==> src/rtl/riscv_multicycle_ctrl_if.sv <==
// Memory handshake bundle between the multi-cycle sequencer and memory.
//   mem_req      : request, held high until mem_ready
//   mem_we       : 1 = store request
//   mem_addr_sel : address mux select, 0 = PC, 1 = ALU result
//   mem_ready    : memory completes the current request this cycle
// master = sequencer side, slave = memory side.
interface riscv_multicycle_ctrl_if;
    logic mem_req;
    logic mem_we;
    logic mem_addr_sel;
    logic mem_ready;

    modport master (
        output mem_req,
        output mem_we,
        output mem_addr_sel,
        input  mem_ready
    );

    modport slave (
        input  mem_req,
        input  mem_we,
        input  mem_addr_sel,
        output mem_ready
    );
endinterface

==> src/rtl/riscv_multicycle_ctrl.sv <==
// Multi-cycle sequencer for the RV32I datapath. Steps each instruction through
// FETCH/DECODE/EXEC/MEM/WB, drives datapath selects and strobes, counts retired
// instructions and traps illegal opcodes / branch conditions and memory timeouts.
// Ports:
//   clk, rst_n          clock, synchronous active-low reset
//   start               begin execution (only looked at in IDLE)
//   opcode, func3       IR fields (IR is stable from DECODE until the next FETCH)
//   alu_zero            ALU zero flag, used for BEQ/BNE in EXEC
//   mem                 memory handshake (master side)
//   ir_we, pc_we        IR / PC write strobes
//   pc_src              0 = ALU result (PC+4), 1 = branch/jump target adder
//   alu_op              00 add, 01 sub/compare, 10 use func fields
//   alu_src_a/alu_src_b ALU operand selects
//   reg_we, wb_sel      register write strobe and write-back source
//   busy, fault         not-IDLE indicator, sticky error (FAULT state)
//   instret             retired instruction count, wraps silently
module riscv_multicycle_ctrl #(
    parameter int unsigned CNT_W   = 32,
    parameter int unsigned TIMEOUT = 255
) (
    input  logic                       clk,
    input  logic                       rst_n,
    input  logic                       start,
    input  logic [6:0]                 opcode,
    input  logic [2:0]                 func3,
    input  logic                       alu_zero,
    riscv_multicycle_ctrl_if.master    mem,
    output logic                       ir_we,
    output logic                       pc_we,
    output logic                       pc_src,
    output logic [1:0]                 alu_op,
    output logic                       alu_src_a,
    output logic [1:0]                 alu_src_b,
    output logic                       reg_we,
    output logic [1:0]                 wb_sel,
    output logic                       busy,
    output logic                       fault,
    output logic [CNT_W-1:0]           instret
);

    localparam int unsigned TO_W = $clog2(TIMEOUT + 1);

    localparam logic [6:0] OP_R   = 7'b0110011;
    localparam logic [6:0] OP_I   = 7'b0010011;
    localparam logic [6:0] OP_LD  = 7'b0000011;
    localparam logic [6:0] OP_ST  = 7'b0100011;
    localparam logic [6:0] OP_BR  = 7'b1100011;
    localparam logic [6:0] OP_JAL = 7'b1101111;

    typedef enum logic [2:0] {
        IDLE, FETCH, DECODE, EXEC, MEM, WB, FAULT
    } state_t;

    state_t            state_q, state_d;
    logic [TO_W-1:0]   wait_cnt;
    logic              retire;
    logic              timed_out;
    logic              is_r, is_i, is_ld, is_st, is_br, is_jal;
    logic              br_ok, br_taken;

    assign is_r   = (opcode == OP_R);
    assign is_i   = (opcode == OP_I);
    assign is_ld  = (opcode == OP_LD);
    assign is_st  = (opcode == OP_ST);
    assign is_br  = (opcode == OP_BR);
    assign is_jal = (opcode == OP_JAL);

    assign br_ok    = (func3 == 3'b000) || (func3 == 3'b001);
    assign br_taken = (func3 == 3'b000) ? alu_zero : !alu_zero;

    // wait_cnt holds the number of wait cycles already spent; a further
    // not-ready cycle at TIMEOUT-1 is the last one allowed. mem_ready is
    // checked first, so it always completes the request.
    assign timed_out = (wait_cnt == TO_W'(TIMEOUT - 1));

    always_ff @(posedge clk) begin
        if (!rst_n) begin
            state_q  <= IDLE;
            wait_cnt <= '0;
            instret  <= '0;
        end else begin
            state_q <= state_d;
            // Any state change clears the counter, so it is zero on entry
            // to FETCH and MEM.
            if ((state_q == FETCH || state_q == MEM) && !mem.mem_ready
                && state_d == state_q)
                wait_cnt <= wait_cnt + TO_W'(1);
            else
                wait_cnt <= '0;
            if (retire)
                instret <= instret + CNT_W'(1);
        end
    end

    always_comb begin
        state_d          = state_q;
        retire           = 1'b0;
        mem.mem_req      = 1'b0;
        mem.mem_we       = 1'b0;
        mem.mem_addr_sel = 1'b0;
        ir_we            = 1'b0;
        pc_we            = 1'b0;
        pc_src           = 1'b0;
        alu_op           = 2'b00;
        alu_src_a        = 1'b0;
        alu_src_b        = 2'b00;
        reg_we           = 1'b0;
        wb_sel           = 2'b00;
        busy             = 1'b1;
        fault            = 1'b0;

        case (state_q)
            IDLE: begin
                busy = 1'b0;
                if (start)
                    state_d = FETCH;
            end
            FETCH: begin
                mem.mem_req = 1'b1;
                alu_src_b   = 2'b01;
                if (mem.mem_ready) begin
                    ir_we   = 1'b1;
                    pc_we   = 1'b1;
                    state_d = DECODE;
                end else if (timed_out) begin
                    state_d = FAULT;
                end
            end
            DECODE: begin
                if (is_r || is_i || is_ld || is_st || is_br || is_jal)
                    state_d = EXEC;
                else
                    state_d = FAULT;
            end
            EXEC: begin
                if (is_r) begin
                    alu_op    = 2'b10;
                    alu_src_a = 1'b1;
                    state_d   = WB;
                end else if (is_i) begin
                    alu_op    = 2'b10;
                    alu_src_a = 1'b1;
                    alu_src_b = 2'b10;
                    state_d   = WB;
                end else if (is_ld || is_st) begin
                    alu_src_a = 1'b1;
                    alu_src_b = 2'b10;
                    state_d   = MEM;
                end else if (is_br) begin
                    alu_op    = 2'b01;
                    alu_src_a = 1'b1;
                    if (br_ok) begin
                        pc_we   = br_taken;
                        pc_src  = br_taken;
                        retire  = 1'b1;
                        state_d = FETCH;
                    end else begin
                        state_d = FAULT;
                    end
                end else if (is_jal) begin
                    pc_we   = 1'b1;
                    pc_src  = 1'b1;
                    state_d = WB;
                end else begin
                    state_d = FAULT;
                end
            end
            MEM: begin
                mem.mem_req      = 1'b1;
                mem.mem_addr_sel = 1'b1;
                mem.mem_we       = is_st;
                alu_src_a        = 1'b1;
                alu_src_b        = 2'b10;
                if (mem.mem_ready) begin
                    if (is_st) begin
                        retire  = 1'b1;
                        state_d = FETCH;
                    end else begin
                        state_d = WB;
                    end
                end else if (timed_out) begin
                    state_d = FAULT;
                end
            end
            WB: begin
                reg_we  = 1'b1;
                wb_sel  = is_ld ? 2'b01 : (is_jal ? 2'b10 : 2'b00);
                retire  = 1'b1;
                state_d = FETCH;
            end
            FAULT: begin
                fault = 1'b1;
            end
            default: begin
                state_d = FAULT;
            end
        endcase
    end

endmodule

==> src/flat_wrapper.sv <==
// flat-port wrapper written by rule: the top's interface ports become plain ports
module riscv_multicycle_ctrl_flat 
#(
    parameter int unsigned CNT_W   = 32,
    parameter int unsigned TIMEOUT = 255
)
  (clk, rst_n, start, opcode, func3, alu_zero, ir_we, pc_we, pc_src, alu_op, alu_src_a, alu_src_b, reg_we, wb_sel, busy, fault, instret, mem_mem_req, mem_mem_we, mem_mem_addr_sel, mem_mem_ready);
  riscv_multicycle_ctrl_if mem_i ();
  input  logic clk;
  input  logic rst_n;
  input  logic start;
  input  logic [6:0] opcode;
  input  logic [2:0] func3;
  input  logic alu_zero;
  output logic ir_we;
  output logic pc_we;
  output logic pc_src;
  output logic [1:0] alu_op;
  output logic alu_src_a;
  output logic [1:0] alu_src_b;
  output logic reg_we;
  output logic [1:0] wb_sel;
  output logic busy;
  output logic fault;
  output logic [CNT_W-1:0] instret;
  output wire logic [$bits(mem_i.mem_req)-1:0] mem_mem_req;
  output wire logic [$bits(mem_i.mem_we)-1:0] mem_mem_we;
  output wire logic [$bits(mem_i.mem_addr_sel)-1:0] mem_mem_addr_sel;
  input wire logic [$bits(mem_i.mem_ready)-1:0] mem_mem_ready;
  assign mem_mem_req = mem_i.mem_req;
  assign mem_mem_we = mem_i.mem_we;
  assign mem_mem_addr_sel = mem_i.mem_addr_sel;
  assign mem_i.mem_ready = mem_mem_ready;
  riscv_multicycle_ctrl #(.CNT_W(CNT_W), .TIMEOUT(TIMEOUT)) u_core (.clk(clk), .rst_n(rst_n), .start(start), .opcode(opcode), .func3(func3), .alu_zero(alu_zero), .mem(mem_i), .ir_we(ir_we), .pc_we(pc_we), .pc_src(pc_src), .alu_op(alu_op), .alu_src_a(alu_src_a), .alu_src_b(alu_src_b), .reg_we(reg_we), .wb_sel(wb_sel), .busy(busy), .fault(fault), .instret(instret));
endmodule
==> config.mk <==
export PLATFORM = sky130hd
export DESIGN_NAME = riscv_multicycle_ctrl_flat
export DESIGN_NICKNAME = d
export VERILOG_FILES = /design/src/rtl/riscv_multicycle_ctrl_if.sv /design/src/rtl/riscv_multicycle_ctrl.sv /design/src/flat_wrapper.sv
export SDC_FILE = /design/constraint.sdc
export NUM_CORES = 1
export LEC_CHECK = 0
export CORE_ASPECT_RATIO = 1.2
export CORE_UTILIZATION = 53
export CTS_CLUSTER_DIAMETER = 200
export CTS_CLUSTER_SIZE = 20
export DETAILED_ROUTE_END_ITERATION = 6
export GPL_ROUTABILITY_DRIVEN = 0
export HOLD_SLACK_MARGIN = 0.08
export PLACE_DENSITY = 0.86
export SYNTH_ARGS = -nofsm -noshare
export SYNTH_HDL_FRONTEND = slang
export SYNTH_SLANG_ARGS = --single-unit
==> constraint.sdc <==
create_clock -name clk -period 4.9 [get_ports clk]
set_clock_uncertainty 0.1 [all_clocks]
set_input_delay 0.98 -clock clk [delete_from_list [all_inputs] [get_ports clk]]
set_output_delay 0.98 -clock clk [all_outputs]
set_load 0.005 [all_outputs]
After elaboration in Yosys (flattened, before gate mapping)
Index checks and enable logic that the tools add are counted.
{"block": "word_totals", "ff_bits": 43, "input_bits": 15, "elab_cells": 91}
{"block": "op_classes", "add_sub_neg": 2, "eq_ne": 15, "muxes": 55, "n_reduce_logical": 16}
{"cell": "$mux 3", "n": 11}
{"cell": "$add 32x1->32 const B", "n": 1}
{"cell": "$mux 1", "n": 28}
{"cell": "$mux 2", "n": 11}
{"cell": "$pmux 3 s7", "n": 1}
{"cell": "$eq 7x6->1 const B", "n": 2}
{"cell": "$eq 7x7->1 const B", "n": 2}
{"cell": "$eq 3x3->1 const B", "n": 3}
{"cell": "$add 8x1->8 const B", "n": 1}
{"cell": "$eq 8x8->1 const B", "n": 1}
{"cell": "$logic_or 1x1->1", "n": 8}
{"cell": "$eq 7x2->1 const B", "n": 1}
{"cell": "$eq 7x5->1 const B", "n": 1}
{"cell": "$eq 3x1->1 const B", "n": 2}
{"cell": "$eq 3x2->1 const B", "n": 2}
{"cell": "$logic_not 3->1", "n": 2}
{"cell": "$pmux 2 s3", "n": 1}
{"cell": "$pmux 1 s2", "n": 2}
{"cell": "$eq 3x3->1", "n": 1}
{"cell": "$pmux 1 s3", "n": 1}
{"cell": "$logic_and 1x1->1", "n": 2}
{"cell": "$logic_not 1->1", "n": 2}
{"cell": "$reduce_and 2->1", "n": 1}
{"cell": "$reduce_or 2->1", "n": 1}

Depth between registers and ports, before layout
Gate-level depths: netlist of run 1.
{"block": "depth", "ltp_word": 11, "mapped_depth": 7}

Worst setup path after synthesis of run 1
OpenSTA, ideal clock, no wires.
{"block": "synth_timing", "kind": "input -> output", "from": "in opcode[4]", "to": "out pc_we", "t_arrival_ps": 2265, "path_slack_ps": 1555, "cell_stages": 4, "n_path_buf": 0, "cell_sequence": "nand3b_1 > or4_1 > a211oi_1 > or2_2"}
{"block": "synth_via", "elab_chain_cells": 7}
{"item": "start: declaration", "line_no": "flat_wrapper.sv:12", "text": "input logic [6:0] opcode;"}
{"item": "$eq 7x7->1", "line_no": "riscv_multicycle_ctrl.sv:66", "text": "assign is_jal = (opcode == OP_JAL);"}
{"item": "$mux 1", "line_no": "riscv_multicycle_ctrl.sv:160", "text": "end else if (is_jal) begin"}
{"item": "$mux 1", "line_no": "riscv_multicycle_ctrl.sv:149", "text": "end else if (is_br) begin"}
{"item": "$mux 1", "line_no": "riscv_multicycle_ctrl.sv:145", "text": "end else if (is_ld || is_st) begin"}
{"item": "$mux 1", "line_no": "riscv_multicycle_ctrl.sv:140", "text": "end else if (is_i) begin"}
{"item": "$mux 1 (*)", "line_no": "riscv_multicycle_ctrl.sv:136", "text": "if (is_r) begin"}
{"item": "$pmux 1 s2 (*)", "line_no": "riscv_multicycle_ctrl.sv:112", "text": "case (state_q)"}
{"item": "end: declaration", "line_no": "flat_wrapper.sv:16", "text": "output logic pc_we;"}
Mark *: on every way between the ends. The rest lies on a longest branch, timed or not.

Worst setup path after layout of run 1
Ends and elaborated chain as after synthesis.

==> results of run 1 <==
## logic make-up (layout without fill, tap and decap cells)
group,after synthesis,count (layout),share of synthesized area (%)
XOR/XNOR,16,16,5.68
AND/OR/NAND/NOR,150,150,35.3
AO/OA/AOI/OAI,64,64,17.4
buffers and inverters,20,80,3.24
adder cells (fa/ha/maj),3,3,1.52
multiplexers,5,5,2.03
flip-flops,43,43,34.9
## layout make-up
type	count	area [µm²]	area share (%)
multi-input cells	238	1530	47.7
flip-flops and latches	43	861	26.9
repair buffers	63	628	19.6
clock buffers	7	76.3	2.38
well taps	56	70.1	2.19
inverters	9	33.8	1.06
clock inverters	1	5.00	0.156
## worst max path at each step
stage / startpoint / endpoint / slack [ns] / depth (start not counted)
2_1_floorplan: opcode[4] / pc_we / 1.56 / 4
3_3_place_gp: opcode[4] / pc_we / 0.50 / 6
3_5_place_dp: opcode[4] / pc_we / 0.44 / 6
4_1_cts: opcode[4] / pc_we / 0.43 / 6
5_1_grt: opcode[4] / pc_we / 0.31 / 6
6_report: opcode[4] / pc_we / 0.40 / 6
## cells in the final DEF, fill, tap and decap left out, types with 2 or more instances in the layout
master / n
a211oi_1: 4
nor4bb_1: 2
o21ai_0: 14
clkdlybuf4s50_1: 62
dfxtp_1: 43
o221ai_1: 2
mux2i_1: 5
nand2_1: 22
nand4_1: 14
and2_1: 4
nand2b_1: 8
and3_1: 11
or4_1: 6
a21oi_1: 21
nor4_1: 3
o211ai_1: 2
ha_1: 3
or3_1: 10
o31ai_1: 6
nor3_1: 4
xnor2_1: 8
or2_2: 2
and4_1: 7
o21ai_2: 2
nand3_1: 18
clkbuf_1: 2
nor2_1: 28
clkbuf_8: 5
xor2_1: 8
nand3b_1: 2
inv_1: 8
nor2b_1: 2
## sequential cells by signal, summed over array words and instances (netlist names)
| signal | flops |
|---|---|
| u_core.instret | 32 |
| u_core.state_q | 3 |
| u_core.wait_cnt | 8 |
## through the flow
step / hold slack (ns) / setup WS (ns) / util (%) / cell area (µm²) / power [W]
6_report: 0.376 / 0.404 / 73.5 / 3200 / 0.000736
5_1_grt: 0.402 / 0.315 / 73.5 / 3200 / 0.000766
4_1_cts: 0.383 / 0.434 / 73.5 / 3200 / 0.000736
3_5_place_dp: 0.372 / 0.437 / 71.6 / 3120 / 0.000525
3_3_place_gp: 0.359 / 0.499 / 71.6 / 3120 / 0.000522
2_1_floorplan: 0.353 / 1.56 / - / 2470 / 0.000455
## worst min-delay path, stage by stage (launching register included)
cell     delay, ns
dfxtp_1       0.32
nand2_1       0.05
mux2i_1       0.05
## metal layers
| metal | track usage [%] | vias to the layer above | wire (µm) |
|---|---|---|---|
| met1 | 31.4 | 1184 | 2680 |
| met5 | 0 | - | 0 |
| met2 | 46.8 | 130 | 3200 |
| met3 | 5.21 | 19 | 469 |
| li1 | - | 1235 | - |
| met4 | 9.56 | 0 | 145 |
## power by group through the flow
stage | clock network, W | registers [W] | logic [W]
after floorplan | 0 | 0.000375 | 0.0000798
after global placement | 0 | 0.000387 | 0.000135
after detailed placement | 0 | 0.000387 | 0.000138
after CTS | 0.000219 | 0.000379 | 0.000139
after global routing | 0.000232 | 0.000381 | 0.000152
final | 0.000216 | 0.000380 | 0.000140
==> results.json, run 1 <==
{
  "dieArea_um2": 4940,
  "path_buf_inv": 2,
  "synth_edf_count": 0,
  "fin_nets": 378,
  "synth_top_area_share_pct": 34.9,
  "slew_headroom_pct": 44.5,
  "combPwrFrac_pct": 19.1,
  "wire_per_inst_um": 15.6,
  "grt_util_all_layers_pct": 26.6,
  "clkPwrFrac_pct": 29.3,
  "rsz0062_at_grt": "false",
  "postCtsSetupRepairBufs": 0,
  "yosys-top-cells-area": "dfxtp_1 35%, a21oi_1 4.3%, nor2_1 4.3%",
  "ys_ff_latch": 43,
  "tightest_slew_ns": 0.825,
  "status": "finished clean",
  "grt_pass1_vias": 2350,
  "r2r-end": "u_core.instret[18]",
  "crit_path_max_fanout": 7,
  "r2r_setup_slack_ns": 2.35,
  "postSynthAreaPerCell_um2": 8.20,
  "min_path_type": "flop to flop",
  "synth_ff_type": "dfxtp_1",
  "synth_most_common_cell": "dfxtp_1",
  "leakage_nw": 1.12,
  "holdPathStages": 2,
  "yosys_warnings": 0,
  "final_layout_size_suffix_gt1_share_pct": 4.99,
  "layout_min_cycle_time_ns": 4.50,
  "worstPathArrival_ns": 3.42,
  "max_stage_delay_ns": 0.58,
  "reg2reg_depth": 5,
  "ir_drop_mv": 0.190,
  "cts-root-buf": "clkbuf_8",
  "numCtsBuffers": 5,
  "fin_crit_sh_pct": 91.7,
  "port_buffers": 62,
  "route.detailed.drc": 0,
  "start_kind": "input port",
  "p_per_area_nw_per_um2": 230,
  "fp.dieW_um": 64.3,
  "vias": 2568,
  "syn_inst": 301,
  "worstPathRequired_ns": 3.82,
  "cts_sinks": 43,
  "antenna_found_initial": 0,
  "synth_nets": 319,
  "diodes": 0,
  "dpl.hpwl_mm": 4.65,
  "start_util_pct": 56.6,
  "switchingPower_w": 0.000206,
  "route.antenna.remaining_nets": 0,
  "routed_wl_mm": 6.50,
  "end_kind": "primary output",
  "overflow": 0,
  "async_flop_share_pct": 0,
  "critPathKind": "input port to primary output",
  "yosys-top-cells-count": "43 x dfxtp_1, 28 x nor2_1, 22 x nand2_1",
  "r2r_start": "u_core.state_q[1]",
  "cp_common_cell": "clkdlybuf4s50_1",
  "core-area_um2": 4360,
  "slowest_stage": "or4_1",
  "ctsHoldBuffers": 0,
  "htree_levels": 2,
  "drtPass1Iterations": 5,
  "avgViaCountPerCell": 6.16,
  "synth_top_area_cell": "dfxtp_1",
  "setup_viol": 0,
  "max_cap_violations": 0,
  "cpLargestDelayFamily": "simple AND/OR/NAND/NOR gates",
  "grt_pass1_wl_mm": 10.6,
  "drv_slew": 0,
  "path_cells": "clkdlybuf4s50_1 > nand3b_1 > or4_1 > a211oi_1 > or2_2 > clkdlybuf4s50_1",
  "syn_to_final_growth_pct": 29.7,
  "cts_tree": "yes",
  "drt-initial-drc-count": 150,
  "fillers": 381,
  "seq_area_frac_synth_pct": 34.9,
  "worstHoldStart": "u_core.instret[31]",
  "clockBufferDepth": 2,
  "numPlacedInstances": 409,
  "internal_power_w": 0.000530,
  "clk_pin_slew_ns": 0.08,
  "fin_setup_tns_ns": 0,
  "row_count": 26,
  "hold_end": "u_core.instret[31]",
  "netSwitchingFraction_pct": 28.0,
  "ios": 63,
  "ys_types": 53,
  "max_freq_mhz": 222,
  "grt_max_degree": 26,
  "clk_latency_ns": 0.29,
  "dieHeight_um": 76.8,
  "hold_violations": 0,
  "p_seq_share_pct": 51.6,
  "instances_no_fill": 417,
  "syn_area_um2": 2470,
  "ctsResizeCount": 0
}
Note: power is estimated with default switching activity, not from simulation.
==> run 2, diff against run 1 <==
--- a/config.mk
+++ b/config.mk
@@ -6,13 +6,14 @@
 export NUM_CORES = 1
 export LEC_CHECK = 0
 export CORE_ASPECT_RATIO = 1.2
-export CORE_UTILIZATION = 53
+export CORE_UTILIZATION = 65
 export CTS_CLUSTER_DIAMETER = 200
 export CTS_CLUSTER_SIZE = 20
 export DETAILED_ROUTE_END_ITERATION = 6
+export DONT_BUFFER_PORTS = 1
 export GPL_ROUTABILITY_DRIVEN = 0
 export HOLD_SLACK_MARGIN = 0.08
-export PLACE_DENSITY = 0.86
+export PLACE_DENSITY = 0.81
 export SYNTH_ARGS = -nofsm -noshare
 export SYNTH_HDL_FRONTEND = slang
 export SYNTH_SLANG_ARGS = --single-unit
==> run 2 against run 1 <==
Compared with the run above:
- critical path depth is 2 lower
- maximum frequency is 30% higher
- combinational power is 41% lower
- sequential cell count stayed put
- global-route usage is 0.90 points higher
- wire length is 17% lower
- register-to-register slack better by 0.04 ns
- power is 6.9% lower
- non-clock buffer count is 63 lower
- hold slack better by 0.025 ns
- largest power group unchanged
==> results.json, run 2 (synthesized netlist as in run 1, its figures left out) <==
{
  "layout_min_cycle_time_ns": 3.46,
  "worstPathArrival_ns": 2.38,
  "ir_drop_mv": 0.183,
  "cpLargestDelayFamily": "simple AND/OR/NAND/NOR gates",
  "dpl.hpwl_mm": 3.88,
  "leakage_nw": 0.894,
  "row_count": 24,
  "crit_end": "pc_we",
  "ios": 63,
  "crit_path_max_fanout": 7,
  "rsz0062_at_grt": "false",
  "holdPathStages": 2,
  "clk_pin_slew_ns": 0.08,
  "fin_crit_sh_pct": 70.5,
  "drtPass1Iterations": 6,
  "layout_commonest_cell": "dfxtp_1",
  "dieHeight_um": 69.5,
  "fin_nets": 315,
  "hold_violations": 0,
  "slowest_stage": "or4_1",
  "grt_pass1_wl_mm": 8.82,
  "ctsHoldBuffers": 0,
  "fp.dieW_um": 58.3,
  "total_power_w": 0.000685,
  "largest_reg_flops": 32,
  "start_util_pct": 67.9,
  "placed_cell_area_um2": 2490,
  "grt_max_degree": 27,
  "largest-register": "u_core.instret",
  "setup_viol": 0,
  "wire_per_inst_um": 15.3,
  "worstPathRequired_ns": 3.82,
  "start_kind": "input port",
  "p_per_area_nw_per_um2": 266,
  "dieArea_um2": 4050,
  "reg2reg_depth": 5,
  "r2r_start": "u_core.state_q[1]",
  "fin_setup_tns_ns": 0,
  "route.antenna.remaining_nets": 0,
  "port_buffers": 0,
  "syn_to_final_growth_pct": 4.36,
  "tightest_slew_ns": 0.865,
  "numCtsBuffers": 5,
  "drt-initial-drc-count": 154,
  "clockBufferDepth": 2,
  "avgViaCountPerCell": 6.56,
  "cts_sinks": 43,
  "diodes": 0,
  "drv_slew": 0,
  "max_stage_delay_ns": 0.58,
  "cts-root-buf": "clkbuf_8",
  "critPathLaunch": "opcode[4]",
  "reg_top3": "u_core.instret (32), u_core.wait_cnt (8), u_core.state_q (3)",
  "layout_common_cells": "43 x dfxtp_1, 28 x nor2_1, 22 x nand2_1, 21 x a21oi_1, 18 x nand3_1",
  "min_path_type": "flop to flop",
  "overflow": 0,
  "grt_util_all_layers_pct": 27.5,
  "max_freq_mhz": 289,
  "path_cells": "nand3b_1 > or4_1 > a211oi_1 > or2_2",
  "core-area_um2": 3630,
  "route.detailed.drc": 0,
  "status": "finished clean",
  "htree_levels": 2,
  "max_cap_violations": 0,
  "antenna_found_initial": 0,
  "path_buf_inv": 0,
  "r2r-end": "u_core.instret[18]",
  "cp.depth": 4,
  "grt_pass1_vias": 2026,
  "clk_latency_ns": 0.30,
  "slew_headroom_pct": 41.8,
  "critPathKind": "input port to primary output",
  "final_layout_size_suffix_gt1_share_pct": 6.38,
  "routed_wl_mm": 5.37,
  "design_area_um2": 2580,
  "postCtsSetupRepairBufs": 0,
  "cts_tree": "yes",
  "r2r_setup_slack_ns": 2.39,
  "vias": 2295,
  "end_kind": "primary output",
  "ctsResizeCount": 0
}
[run 2: per-stage QoR]
stage / util [%] / hold WS, ns / std cells / setup slack [ns]
after floorplan: - / 0.353 / 301 / 1.56
after global placement: 68.5 / 0.377 / 342 / 1.47
after detailed placement: 68.5 / 0.393 / 342 / 1.47
after CTS: 70.9 / 0.406 / 350 / 1.47
after global routing: 70.9 / 0.434 / 350 / 1.41
final: 70.9 / 0.401 / 350 / 1.44
[run 2: worst min-delay path, cell delays in order, from the launching register on]
cell     delay, ns
dfxtp_1       0.34
nand2_1       0.06
mux2i_1       0.05
[run 2: layout make-up]
class	count	area (µm²)
clock buffers	5	68.8
clock inverters	3	20.0
fillers	305	1060
inverters	9	33.8
multi-input cells	238	1530
flip-flops and latches	43	861
well taps	52	65.1
[run 2: power breakdown]
part / switching, W / internal [W] / total, W
Combinational: 0.0000499 / 0.0000321 / 0.0000820
Clock: 0.000125 / 0.0000992 / 0.000225
Sequential: 0.0000214 / 0.000357 / 0.000379
Total: 0.000197 / 0.000489 / 0.000685
[run 2: how the worst min path moves through the flow]
stage / slack [ns] / to / start
after floorplan: 0.35 / u_core.wait_cnt[0] / u_core.wait_cnt[0]
after global placement: 0.38 / u_core.wait_cnt[0] / u_core.wait_cnt[0]
after global routing: 0.43 / u_core.wait_cnt[0] / u_core.wait_cnt[0]
after detailed placement: 0.39 / u_core.wait_cnt[5] / u_core.wait_cnt[5]
after CTS: 0.41 / u_core.instret[23] / u_core.instret[23]
final: 0.40 / u_core.instret[23] / u_core.instret[23]
[run 2: layer usage]
metal	routed length [µm]	GRT usage, %	vias up
li1	-	-	1113
met1	2190	33.4	1093
met2	2720	46.0	80
met3	377	8.21	9
met4	82	8.47	0
met5	0	0	-
